File: config.mk
export PLATFORM = sky130hd
export DESIGN_NAME = trig_out_pulser
export DESIGN_NICKNAME = d
export VERILOG_FILES = /design/src/rtl/trig_out_pulser.sv
export SDC_FILE = /design/constraint.sdc
export NUM_CORES = 1
export LEC_CHECK = 0
export CELL_PAD_IN_SITES_DETAIL_PLACEMENT = 1
export CELL_PAD_IN_SITES_GLOBAL_PLACEMENT = 1
export CORE_ASPECT_RATIO = 0.75
export CORE_MARGIN = 2
export CORE_UTILIZATION = 47
export DETAILED_ROUTE_END_ITERATION = 10
export GPL_TIMING_DRIVEN = 0
export PLACE_DENSITY = 0.84
export SKIP_CTS_REPAIR_TIMING = 1
export SLEW_MARGIN = 10
export SYNTH_ARGS = -nofsm -noshare
export SYNTH_HDL_FRONTEND = slang
export SYNTH_SLANG_ARGS = --single-unit
File: constraint.sdc
create_clock -name clk -period 5.6 [get_ports clk]
set_clock_uncertainty 0.15 [all_clocks]
set_input_delay 1.4 -clock clk [delete_from_list [all_inputs] [get_ports clk]]
set_output_delay 1.4 -clock clk [all_outputs]
set_load 0.005 [all_outputs]
File: src/rtl/trig_out_pulser.sv
// Multi-channel trigger output pulser: per-channel delay/width/dead FSMs with
// registered outputs, plus sticky per-channel miss flags and a shared drop counter.

module trig_out_chan #(
  parameter int DELAY_W = 8,
  parameter int WIDTH_W = 8,
  parameter int DEAD_W  = 8,
  parameter int CNT_W   = 8
) (
  input  logic               clk,
  input  logic               rst_n,
  input  logic               en,
  input  logic               fire,
  input  logic [DELAY_W-1:0] delay,
  input  logic [WIDTH_W-1:0] width,
  input  logic [DEAD_W-1:0]  dead,
  output logic               out,
  output logic               busy,
  output logic               drop
);

  typedef enum logic [1:0] {S_IDLE, S_DELAY, S_HIGH, S_DEAD} state_t;

  // Pulse shape captured at accept so later config edits cannot reshape it.
  typedef struct packed {
    logic [WIDTH_W-1:0] width;
    logic [DEAD_W-1:0]  dead;
  } cfg_t;

  state_t            st, st_nx;
  logic [CNT_W-1:0]  cnt, cnt_nx;
  cfg_t              cfg, cfg_nx;
  logic              out_q;
  logic              accept;
  logic [CNT_W-1:0]  wm1_in, wm1_q;

  assign accept = en & fire & (st == S_IDLE);
  assign drop   = en & fire & (st != S_IDLE);
  assign busy   = (st != S_IDLE);
  assign out    = out_q;

  // High time is max(width,1), so the loaded count is max(width,1)-1.
  assign wm1_in = (width == '0)     ? '0 : CNT_W'(width)     - CNT_W'(1);
  assign wm1_q  = (cfg.width == '0) ? '0 : CNT_W'(cfg.width) - CNT_W'(1);

  always_comb begin
    st_nx  = st;
    cnt_nx = cnt;
    cfg_nx = cfg;
    case (st)
      S_IDLE: if (accept) begin
        cfg_nx.width = width;
        cfg_nx.dead  = dead;
        if (delay != '0) begin
          st_nx  = S_DELAY;
          cnt_nx = CNT_W'(delay) - CNT_W'(1);
        end else begin
          st_nx  = S_HIGH;
          cnt_nx = wm1_in;
        end
      end
      S_DELAY: if (cnt == '0) begin
        st_nx  = S_HIGH;
        cnt_nx = wm1_q;
      end else cnt_nx = cnt - CNT_W'(1);
      S_HIGH: if (cnt == '0) begin
        if (cfg.dead != '0) begin
          st_nx  = S_DEAD;
          cnt_nx = CNT_W'(cfg.dead) - CNT_W'(1);
        end else st_nx = S_IDLE;
      end else cnt_nx = cnt - CNT_W'(1);
      S_DEAD: if (cnt == '0) st_nx = S_IDLE;
              else cnt_nx = cnt - CNT_W'(1);
      default: st_nx = S_IDLE;
    endcase
  end

  // out is registered from the next state so the pin sees a bare flop.
  always_ff @(posedge clk or negedge rst_n) begin
    if (!rst_n) begin
      st    <= S_IDLE;
      cnt   <= '0;
      cfg   <= '0;
      out_q <= 1'b0;
    end else begin
      st    <= st_nx;
      cnt   <= cnt_nx;
      cfg   <= cfg_nx;
      out_q <= (st_nx == S_HIGH);
    end
  end

endmodule

module trig_out_pulser #(
  parameter int CHANNELS = 8,
  parameter int DELAY_W  = 8,
  parameter int WIDTH_W  = 8,
  parameter int DEAD_W   = 8
) (
  input  logic                clk,
  input  logic                rst_n,
  input  logic                en,
  input  logic [CHANNELS-1:0] fire,
  input  logic [DELAY_W-1:0]  delay,
  input  logic [WIDTH_W-1:0]  width,
  input  logic [DEAD_W-1:0]   dead,
  input  logic                clr_miss,
  output logic [CHANNELS-1:0] out,
  output logic [CHANNELS-1:0] busy,
  output logic [CHANNELS-1:0] miss,
  output logic [15:0]         miss_cnt
);

  localparam int DW_MAX = (DELAY_W > WIDTH_W) ? DELAY_W : WIDTH_W;
  localparam int CNT_W  = (DW_MAX > DEAD_W) ? DW_MAX : DEAD_W;

  logic [CHANNELS-1:0] drops;
  logic [15:0]         ndrop, base, cnt_nx;
  logic [16:0]         sum;

  trig_out_chan #(
    .DELAY_W(DELAY_W), .WIDTH_W(WIDTH_W), .DEAD_W(DEAD_W), .CNT_W(CNT_W)
  ) u_ch [CHANNELS-1:0] (
    .clk   (clk),
    .rst_n (rst_n),
    .en    (en),
    .fire  (fire),
    .delay (delay),
    .width (width),
    .dead  (dead),
    .out   (out),
    .busy  (busy),
    .drop  (drops)
  );

  // Clear first, then add this cycle's drops: a drop in a clear cycle survives.
  always_comb begin
    ndrop = '0;
    for (int i = 0; i < CHANNELS; i++) ndrop = ndrop + 16'(drops[i]);
    base   = clr_miss ? 16'h0 : miss_cnt;
    sum    = {1'b0, base} + {1'b0, ndrop};
    cnt_nx = sum[16] ? 16'hFFFF : sum[15:0];
  end

  always_ff @(posedge clk or negedge rst_n) begin
    if (!rst_n) begin
      miss     <= '0;
      miss_cnt <= '0;
    end else begin
      miss     <= (clr_miss ? '0 : miss) | drops;
      miss_cnt <= cnt_nx;
    end
  end

endmodule
==> reports/results.ini <==
[yosys]
synth_cells=1802
syn_area_um2=15700
synth_edf_count=0
yosysMostFrequentCell=dfrtp_1
syn_area_per_cell_um2=8.73
async_flop_share_pct=100
ys_ff_latch=240
ys_top_cells_by_count=dfrtp_1, nand2_1, nor2_1
yosysTopAreaCellShare_pct=38.2
syn_nets=1891
yosysWarnings=0
synth.distinct_cells=83
synth_top_area_cell=dfrtp_1
seq_area_frac_synth_pct=38.2
synthTopCellsByArea=dfrtp_1, mux2_2, nand2_1, o21ai_0, ha_1
dominantRegCellSynth=dfrtp_1

[drt]
wl_met1_um=24900
vias=15096
routedWlPerCell_um=23.7
routed_wl_um=56500
via_per_inst=6.33
drc=0
met2WireLength_um=25400
firstDrtPassIters=7
wl_met3_um=3820
first_iter_violations=1230
highest_layer=met5
drtAntennaViolNets=0

[outcome]
status=finished clean

[power_and_ir_drop]
p_sw_share_pct=38.3
p_int_mw=4.38
leakage_nw=7.67
combinationalPowerShare_pct=36.2
p_per_area_nw_per_um2=392
share_seq_of_total_power_pct=37.9
power.share.clock_pct=25.9
power_switching_mw=2.72
vdd_drop_max_v=0.000261

[setup_path]
rrSetupSlack_ps=330
critical_path.max_stage_delay_ps=640
cp.required_ps=5900
critPathMaxFanout=10
start_kind=primary input
cp_common_cell=fa_1
path_cells=clkdlybuf4s50_1, clkbuf_4, nand2b_1, fa_1, fa_1, fa_1, fa_1, inv_1, fa_1, a21o_1, a21oi_2, nor3_4, nand4b_1, buf_4, nand4_1, nor3b_1
cp_slowest_cell=clkdlybuf4s50_1
critPathKind=in2reg
worstPathArrival_ps=5800
crit_path_end_kind=flop

[sta]
relSlewSlack_pct=24.9
fin_setup_tns_ps=0
maxSlewViolCount=0
setup_violations=0
fmax_ghz=0.182
fin_crit_sh_pct=98.2
min_period_ps=5500
final_hold_viol_count=0
tightestPinTransition_ps=1130

[placement]
globalplace.congestion=0.963
port_buffers=71
dp_hpwl_um=40400

[die]
io_pins=76
row_count=58
die_y_um=162
die_width_um=215
fp.coreArea_um2=33200
initial_core_util_pct=47.4
design.die.area_um2=35000

[cts]
ctsHtreeMaxLevel=1
clockBufferDepth=3
cts_root_buf=clkbuf_16
worstSkewPairLatency_ps=560
path_clk_slew_ps=60
cts_tree=yes
cts_buffers=26
clkSinkCount=240

[job]
cap_violations=0

[cells_and_area]
num-nets-final=2002
syn_to_final_growth_pct=15.3
utilization_pct=54.6
drive_above_1_share_pct=9.94

[global_route]
track_usage_pct=32.3
overflow=0
grt_antenna_before_repair=5
grt_max_degree=93
grt_pass1_vias=15382
grt_pass1_wl_um=88400

[worst_hold_path]
hp-class=reg2reg

## flip-flops by register name, indices dropped and copies added, names as in the netlist
name and count:
u_ch.st 16, u_ch.cfg 128, miss 8, u_ch.cnt 64
miss_cnt 16, u_ch.out 8
## metal layers
| layer | GRT usage (%) | vias to the layer above |
|---|---|---|
| met1 | 44.6 | 7699 |
| met4 | 13.1 | 2 |
| met5 | 0 | - |
| met2 | 50.7 | 540 |
| li1 | - | 6709 |
| met3 | 5.21 | 146 |
## placed cells by master (no fill, tap or decap), drive strengths merged, types with 11 or more instances in the layout
master,count
a211oi,18
a21o,12
a21oi,102
a221oi,15
a22o,11
a22oi,12
a31oi,32
and2,11
and3,18
buf,40
clkbuf,105
clkdlybuf4s50,70
dfrtp,240
ha,48
inv,98
mux2,80
mux2i,20
nand2,209
nand2b,20
nand3,46
nor2,130
nor2b,21
nor3,68
nor3b,21
nor4,30
o21ai,135
o22ai,26
o31ai,16
o32ai,12
or3,14
or4,21
xnor2,58
xor2,47
## kinds of logic after synthesis
| logic type | count (synthesis) | synth area share (%) |
|---|---|---|
| AND/OR/NAND/NOR | 633 | 19.9 |
| XOR/XNOR | 105 | 5.84 |
| buffers and inverters | 198 | 5.33 |
| multiplexers | 100 | 7.00 |
| flip-flops | 240 | 38.2 |
| AO/OA/AOI/OAI | 471 | 19.2 |
| adder cells (fa/ha/maj) | 55 | 4.58 |
## worst max-delay path, delay by kind of cell
| family | cells | cell delay [ps] |
|---|---|---|
| compound gates | 2 | 230 |
| simple gates | 5 | 930 |
| buf+inv | 4 | 1190 |
| fa+ha+maj | 5 | 2050 |
## final timing paths
| check | startpoint | endpoint | cells after the start |
|---|---|---|---|
| min in group asynchronous | rst_n | u_ch[2].cnt[7] | 1 |
| worst min-delay path | u_ch[2].cnt[4] | u_ch[2].cnt[4] | 2 |
| max in group asynchronous | rst_n | u_ch[5].cfg[4] | 3 |
| worst max-delay path | clr_miss | miss_cnt[13] | 16 |
| worst min register to register | u_ch[2].cnt[4] | u_ch[2].cnt[4] | 2 |
| worst max register to register | u_ch[2].st[0] | miss_cnt[13] | 17 |
## final cells by class
class	instances	area, um^2
clock inverters	9	123
repair buffers	83	880
diodes	2	5.00
flip-flops and latches	240	6010
well taps	450	563
multi-input cells	1364	8960
plain buffers	95	467
clock buffers	37	763
fillers	3975	15100
inverters	103	387
## power by group through the flow
stage                     sequential (mW)  clock (mW)  combinational (mW)
after global placement               2.66           0                2.37
after global routing                 2.76        1.92                2.84
after CTS                            2.68        1.86                2.54
final                                2.70        1.84                2.57
after detailed placement             2.70           0                2.51
after floorplan                      2.54           0                1.79
## stage by stage
step	area (um^2)	instances	power (mW)	hold WS [ps]	worst slack, ps
final	18100	2383	7.11	388	102
after CTS	18100	2377	7.08	388	-1440
after global routing	18100	2383	7.52	432	-93.2
after global placement	17000	2323	5.03	352	-7420
after detailed placement	17200	2331	5.20	372	-2010
after floorplan	15700	1802	4.33	328	64.8
(Power assumes the default switching activity.)
==> patch: new RTL, config.mk and constraints unchanged <==
Re-encode `state_t` (4 states) as one-hot, 4 bits wide.
--- a/src/rtl/trig_out_pulser.sv
+++ b/src/rtl/trig_out_pulser.sv
@@ -21,3 +21,3 @@
 
-  typedef enum logic [1:0] {S_IDLE, S_DELAY, S_HIGH, S_DEAD} state_t;
+  typedef enum logic [3:0] {S_IDLE = 4'b0001, S_DELAY = 4'b0010, S_HIGH = 4'b0100, S_DEAD = 4'b1000} state_t;
 
Formal check against the unedited RTL: no difference found for any inputs over 4 cycles, from zero or initial values and one cycle with rst_n low; so few cycles prove little.
==> patch against the unedited design <==
Power rose by 0.13%. Fmax rose by 2.4%. Setup slack improved by 130 ps. Cell area rose by 2.3%. Routed wire length fell by 2.4%. Synthesized area rose by 2.4%. Utilization rose by 0.53 points. Sequential cell count rose by 16. Highest routed layer is now met4.
==> patch: results (changes against the unedited design) <==
critical_path:
  crit_type: "input pin to flop"
  worstPathArrival_ps: 5650  # -150 ps
  path_max_fanout: 10  # unchanged
clock_tree:
  cts_made_buffers: 28  # +7.7%
  path_clk_slew_ps: 60  # about the same
  clkLatencyLatePin_ps: 570
  cts.path.max_buffers: 3  # unchanged
  htree_levels: 1  # unchanged
  cts-root-buf: "clkbuf_16"
detailed_routing:
  drt-wirelength-per-cell_um: 23.8  # +0.29%
  drtIter0Drc: 1181  # -4.0%
  wl_met1_um: 24500  # -1.7%
  highest_layer: "met4"
  vias: 14400  # -4.6%
  drt_first_pass_iters: 5  # -2
  wl_met3_um: 3300  # -14%
  wl_met2_um: 24900  # -2.0%
global_routing:
  use_met2: 0.495  # -0.0117
  met1_usage: 0.424  # -0.0222
  grt_pass1_vias: 14900  # -3.4%
  grt_pass1_wl_um: 86200  # -2.5%
  antenna_found_initial: 1  # -4
  grt_max_degree: 110  # +18%
  groute.usage.overall: 0.312  # -0.0104
  met3_usage: 0.0499  # -0.00219
yosys:
  async_flop_share: 1.00  # unchanged
  yosysWarningCount: 0  # unchanged
  seq_area_frac_synth: 0.398  # +0.0165
  synth_area_leaders: "dfrtp_1, mux2_2, ha_1"
  synth_cell_types: 84  # +1.2%
  synth_ff_type: "dfrtp_1"
  syn_nets: 1838  # -2.8%
  synth_common_cells: "dfrtp_1, nand2_1, nor2_1, o21ai_0, mux2_2"
status:
  outcome: "completed"
place:
  portBuffers: 71  # unchanged
  hpwlAfterDp_um: 38700  # -4.2%
  place_congestion: 0.917  # -4.8%
  place_area_um2: 17600  # +2.0%
worst_hold_path:
  hp-class: "flop to flop"
sta:
  finalMaxSlewViolations: 0  # unchanged
  max_slew_margin: 0.171  # -0.0780
layout:
  reg_top3: "u_ch.cfg (128), u_ch.cnt (64), u_ch.st (32)"
  nets: 1947  # -2.7%
  layout-drive-gt1-share: 0.134  # +0.0348
  diodes: 0  # -2
power_and_ir_drop:
  combPwrFrac: 0.311  # -0.051
  power_frac_seq: 0.408  # +0.029
  power_mw: 7.12  # +0.13%
  peakVddDrop_mv: 0.197  # -24%
  p_leak_nw: 7.53  # -1.9%
  switching_share: 0.372  # -0.0116
[patch: changes by cell type in the layout (fill, tap and decap cells not counted), sizes merged, moves of 15 or more]
cell and change:
o221ai +18, xnor2 +18, a211oi -16, a21oi -58
nor4b +17, mux2 +15, mux2i -15, nand2 -28
clkbuf -28, o22ai +27, a31oi -21
[patch: metrics by stage]
step	std cells	setup slack, ps	setup TNS, ps	util
2_1_floorplan	1740	0.306	0	-
3_3_place_gp	2261	-8130	-2072970	0.517
3_5_place_dp	2269	-2040	-28590	0.521
4_1_cts	2320	-1550	-20600	0.550
5_1_grt	2320	45.7	0	0.551
6_report	2320	228	0	0.551
[patch: area by class of cell]
class / count / area (um2)
Inverter: 93 / 349
Clock inverter: 11 / 160
Clock buffer: 40 / 807
Sequential cell: 256 / 6420
Multi-Input combinational cell: 1315 / 9030
Tap cell: 450 / 563
Buffer: 76 / 398
Fill cell: 3862 / 15100
Timing Repair Buffer: 79 / 845
[patch: final timing paths]
check	from	to	slack (ps)	cells after the start
max	fire[2]	miss_cnt[7]	230	13
min	miss[4]	miss[4]	390	2
max in group asynchronous	rst_n	u_ch[4].st[1]	3330	3
min in group asynchronous	rst_n	u_ch[1].cnt[1]	630	1
max reg2reg	u_ch[2].st[0]	miss_cnt[7]	370	14
min reg2reg	miss[4]	miss[4]	390	2
[patch: logic make-up after synthesis]
family	count (synthesis)	synth area share
buf+inv	169	0.0453
xor+xnor	136	0.0739
simple gates	627	0.201
compound gates	390	0.162
fa+ha+maj	62	0.0505
mux	100	0.0695
flops	256	0.398
[patch: critical path, stage by stage]
cell	delay, ps
clkdlybuf4s50_1	560
nand3_4	150
fa_1	610
fa_1	450
fa_1	520
fa_1	220
inv_1	70
fa_1	410
a21o_1	220
a21oi_2	380
or4b_4	250
buf_2	240
o21ai_0	160
